$ cat config.mk
export PLATFORM = sky130hd
export DESIGN_NAME = mem_port_arbiter
export DESIGN_NICKNAME = d
export VERILOG_FILES = /design/src/rtl/mem_port_arbiter.sv
export SDC_FILE = /design/constraint.sdc
export NUM_CORES = 1
export LEC_CHECK = 0
export ABC_CLOCK_PERIOD_IN_PS = 3100
export CORE_AREA = 2 2 117 119
export DETAILED_ROUTE_END_ITERATION = 10
export DIE_AREA = 0 0 119 121
export PLACE_DENSITY = 0.8
export SLEW_MARGIN = 20
export SYNTH_ARGS = -nofsm -noshare
export SYNTH_HDL_FRONTEND = slang
export SYNTH_SLANG_ARGS = --single-unit
$ cat constraint.sdc
create_clock -name clk -period 3.1 [get_ports clk]
set_input_delay 0.62 -clock clk [delete_from_list [all_inputs] [get_ports clk]]
set_output_delay 0.62 -clock clk [all_outputs]
set_load 0.02 [all_outputs]
$ cat src/rtl/mem_port_arbiter.sv
// Sequencer and two-way arbiter for the shared memory port of the multi-cycle CPU.
// Serialises CPU and debug accesses onto one synchronous RAM port, stalls the CPU
// while its access is pending, and returns read data through a holding register.
module mem_port_arbiter #(
  parameter int unsigned ADDR_W  = 32,
  parameter int unsigned DATA_W  = 32,
  parameter int unsigned MEM_LAT = 1   // legal 1..15
) (
  input  logic              clk,
  input  logic              rst_n,
  // CPU side
  input  logic              cpu_rd,
  input  logic              cpu_wr,
  input  logic [ADDR_W-1:0] cpu_addr,
  input  logic [DATA_W-1:0] cpu_wdata,
  output logic [DATA_W-1:0] cpu_rdata,
  output logic              cpu_stall,
  // Debug / loader side
  input  logic              dbg_req,
  input  logic              dbg_we,
  input  logic [ADDR_W-1:0] dbg_addr,
  input  logic [DATA_W-1:0] dbg_wdata,
  output logic [DATA_W-1:0] dbg_rdata,
  output logic              dbg_ack,
  // RAM port
  output logic              mem_en,
  output logic              mem_we,
  output logic [ADDR_W-1:0] mem_addr,
  output logic [DATA_W-1:0] mem_wdata,
  input  logic [DATA_W-1:0] mem_rdata
);

  typedef enum logic [1:0] {StIdle, StIssue, StWait, StResp} state_e;

  localparam logic       OwnCpu  = 1'b0;
  localparam logic       OwnDbg  = 1'b1;
  localparam logic [3:0] LatLoad = 4'(MEM_LAT - 1);

  state_e              state_q, state_d;
  logic                owner_q, owner_d;
  logic                last_owner_q, last_owner_d;
  logic                we_q, we_d;
  logic [ADDR_W-1:0]   addr_q, addr_d;
  logic [DATA_W-1:0]   wdata_q, wdata_d;
  logic [3:0]          cnt_q, cnt_d;
  logic [DATA_W-1:0]   rdata_q, rdata_d;
  logic                cpu_req;

  assign cpu_req = cpu_rd | cpu_wr;

  // Next-state logic: arbitration in idle, latency countdown, read-data capture.
  always_comb begin
    state_d      = state_q;
    owner_d      = owner_q;
    last_owner_d = last_owner_q;
    we_d         = we_q;
    addr_d       = addr_q;
    wdata_d      = wdata_q;
    cnt_d        = cnt_q;
    rdata_d      = rdata_q;
    unique case (state_q)
      StIdle: begin
        if (cpu_req || dbg_req) begin
          // On conflict the source that did not win last time gets the port.
          if (cpu_req && dbg_req) owner_d = ~last_owner_q;
          else                    owner_d = dbg_req ? OwnDbg : OwnCpu;
          if (owner_d == OwnDbg) begin
            addr_d  = dbg_addr;
            wdata_d = dbg_wdata;
            we_d    = dbg_we;
          end else begin
            addr_d  = cpu_addr;
            wdata_d = cpu_wdata;
            we_d    = cpu_wr;  // rd and wr together counts as a write
          end
          state_d = StIssue;
        end
      end
      StIssue: begin
        cnt_d   = LatLoad;
        state_d = StWait;
      end
      StWait: begin
        if (cnt_q != 4'd0) begin
          cnt_d = cnt_q - 4'd1;
        end else begin
          rdata_d = mem_rdata;  // captured for writes too; value unused then
          state_d = StResp;
        end
      end
      StResp: begin
        last_owner_d = owner_q;
        state_d      = StIdle;
      end
      default: state_d = StIdle;
    endcase
  end

  // State register with synchronous active-low reset; last owner resets to debug
  // so the CPU wins the first conflict.
  always_ff @(posedge clk) begin
    if (!rst_n) begin
      state_q      <= StIdle;
      owner_q      <= OwnCpu;
      last_owner_q <= OwnDbg;
      we_q         <= 1'b0;
      addr_q       <= '0;
      wdata_q      <= '0;
      cnt_q        <= 4'd0;
      rdata_q      <= '0;
    end else begin
      state_q      <= state_d;
      owner_q      <= owner_d;
      last_owner_q <= last_owner_d;
      we_q         <= we_d;
      addr_q       <= addr_d;
      wdata_q      <= wdata_d;
      cnt_q        <= cnt_d;
      rdata_q      <= rdata_d;
    end
  end

  // Outputs decoded from state; RAM address/data hold the latched values throughout.
  always_comb begin
    mem_en    = (state_q == StIssue);
    mem_we    = we_q;
    mem_addr  = addr_q;
    mem_wdata = wdata_q;
    cpu_rdata = rdata_q;
    dbg_rdata = rdata_q;
    dbg_ack   = (state_q == StResp) && (owner_q == OwnDbg);
    // Combinational so a fresh CPU request stalls in the cycle it is raised.
    cpu_stall = cpu_req && !((state_q == StResp) && (owner_q == OwnCpu));
  end

endmodule

==> out/qor.txt <==
Post-Syn Area: 4860 µm²
CTS tree: done
Critical Path Fanout Max: 7
Run status: complete, no violations
Routed wire per std cell: 15.4 µm
Maximum clock frequency: 357 MHz
CP Class: in2out
Placed insts: 1001
Count leader, synth: o21ai_0
Fin crit share: 90.3%
Ports: 298
Mean Syn Cell Area: 7.98 µm²
Inserted Diodes: 0
VDD IR max: 0.000365 V
Routability-driven placement congestion ratio: 0.819
Synth unique cells: 40
Required @ worst endpoint: 2480 ps
Nature of the critical path startpoint: input pin
Pre-CTS setup slack: 326 ps
Post-synth top area share: 43.3%
Largest net degree at the start of global routing: 65
Fin. Hold Viols: 0
Worst R2R Path Depth: 6
RR Endpoint: mem_addr[24]
Tmin final: 2800 ps
Buffers on Ports: 297
Syn. warnings: 0
Worst reg2reg startpoint: state_q[0]
Ys async rst share: 0%
RSZ-0062 raised after global routing: no
Row count: 42
Layout area overhead: 64.7%
Starting DRT DRC Count: 296
Die width: 119 µm
Crit path launch: cpu_wr
Postcts setup bufs: 0
Final WS setup: 299 ps
Full die area: 14400 µm²
CTS Buf Count: 9
Post-synth EDFFs: 0
Vias in the first global route: 4836
Yosys top cell by area: dfxtp_1
Clock buffer depth: 2
Overflow after GRT: 0
Worst slew pin tran: 634 ps
Setup crit end: cpu_stall
H-Tree Depth: 3
Clock skew: 9.04 ps
Via density: 5.15
Data arrival time of the worst path: 2180 ps
Hold slack: 466 ps
Fin util: 61.1%
Worst Hold Class: reg2reg
Total clock sinks: 105
Leak: 2.78 nW
Max-Cap Viols: 0
Top_reg_cell synth: dfxtp_1
Synth Register Bits: 105
Post-synth top cells: o21ai_0 (116), dfxtp_1 (105), nand2_1 (67), nand3_1 (67), a31oi_1 (63)
Endpoint class of the critical path: output pin
CTS Hold Buffers Added: 0
Drt pass-1 iters: 5
First-pass GRT wire length: 24800 µm
Final Slew Violations: 0
Vias: 5240
Clk_lat worst skew: 340 ps
# fillers: 1159
Initial core utilization: 37.1%
DP Wirelength: 11100 µm
Clock transition at path regs: 60 ps
Power Density: 760 nW/µm²
Syn nets: 782
Antenna violations before repair: 0
Register area share after synthesis: 43.3%
Final layout net count: 1009
Total GRT Usage: 21.3%
Post-Synthesis Cells: 609
Core Area: 13100 µm²
Die height: 121 µm
Root buffer cell: clkbuf_16
Fraction of layout cells with a size suffix above 1: 3.80%
R2R Setup Slk: 1300 ps
DRT antenna net count: 0
Headroom to the max-slew limit: 57.7%
Setup violators final: 0
Total Routed Length: 15700 µm
Finished Layout Cells: 1017
Ranking of synthesized cells by area: dfxtp_1 (43%), o21ai_0 (12%), a31oi_1 (8.1%), nand3_1 (6.9%), nand2_1 (5.2%)
Post-CTS sizing: 0
Drc violations: 0
TNS Setup: 0 ps
-- worst min-delay path by stage --
stage                        startpoint       endpoint  slack [ps]  cells after the start
after global placement    cpu_rdata[27]  cpu_rdata[27]         450                      2
after global routing      cpu_rdata[21]  cpu_rdata[21]         490                      2
after CTS                 cpu_rdata[14]  cpu_rdata[14]         470                      2
after floorplan              state_q[1]     state_q[1]         470                      2
after detailed placement  cpu_rdata[14]  cpu_rdata[14]         460                      2
final                     cpu_rdata[14]  cpu_rdata[14]         470                      2
-- cells in the final DEF, fill, tap and decap left out, types with 9 or more instances in the layout --
master             n
clkdlybuf4s50_1  295
o21ai_0          116
dfxtp_1          105
nand3_1           67
nand2_1           67
a31oi_1           63
a21boi_1          31
o21ai_1           11
clkbuf_16          9
buf_4              9
-- report_power, final --
group | switching (mW) | internal [mW] | leakage (nW)
Sequential | 0.219 | 1.76 | 0.866
Clock | 0.485 | 0.647 | 0.144
Combinational | 1.62 | 1.35 | 1.77
Total | 2.32 | 3.76 | 2.78
-- state kept, by name (all words and copies together) (netlist names) --
name / cells
last_owner_q: 1
mem_wdata: 32
cnt_q: 4
cpu_rdata: 32
mem_addr: 32
mem_we: 1
owner_q: 1
state_q: 2
-- layer usage --
layer / routed length [µm] / track usage [%]
met2: 7570 / 35.2
met4: 350 / 8.78
met5: 0 / 0
met3: 1270 / 6.81
met1: 6490 / 25.7
-- cell families after synthesis --
| logic type | after synthesis | synth area share (%) |
|---|---|---|
| AO/OA/AOI/OAI | 239 | 28.7 |
| AND/OR/NAND/NOR | 153 | 14.8 |
| flip-flops | 105 | 43.3 |
| buffers and inverters | 103 | 11.0 |
| adder cells (fa/ha/maj) | 7 | 1.80 |
| multiplexers | 2 | 0.412 |
-- through the flow --
stage          power, mW  area (µm²)
3_5_place_dp        4.99        7710
4_1_cts             6.15        8000
6_report            6.08        8000
3_3_place_gp        4.95        7710
2_1_floorplan       3.64        4860
5_1_grt             6.44        8000
-- critical path: stages --
cell and delay, ps:
clkdlybuf4s50_1 640, nor2_1 130, a21oi_1 160, clkdlybuf4s50_1 630
-- area by class of cell --
class                   count  area (µm²)  share of cell area [%]
clock buffers              13         250                    3.13
clock inverters             3        40.0                   0.500
inverters                   9        33.8                   0.422
multi-input cells         401        2240                    28.1
flip-flops and latches    105        2100                    26.3
well taps                 176         220                    2.75
repair buffers            310        3110                    38.9
No activity file was read; power rests on OpenSTA's default activity.
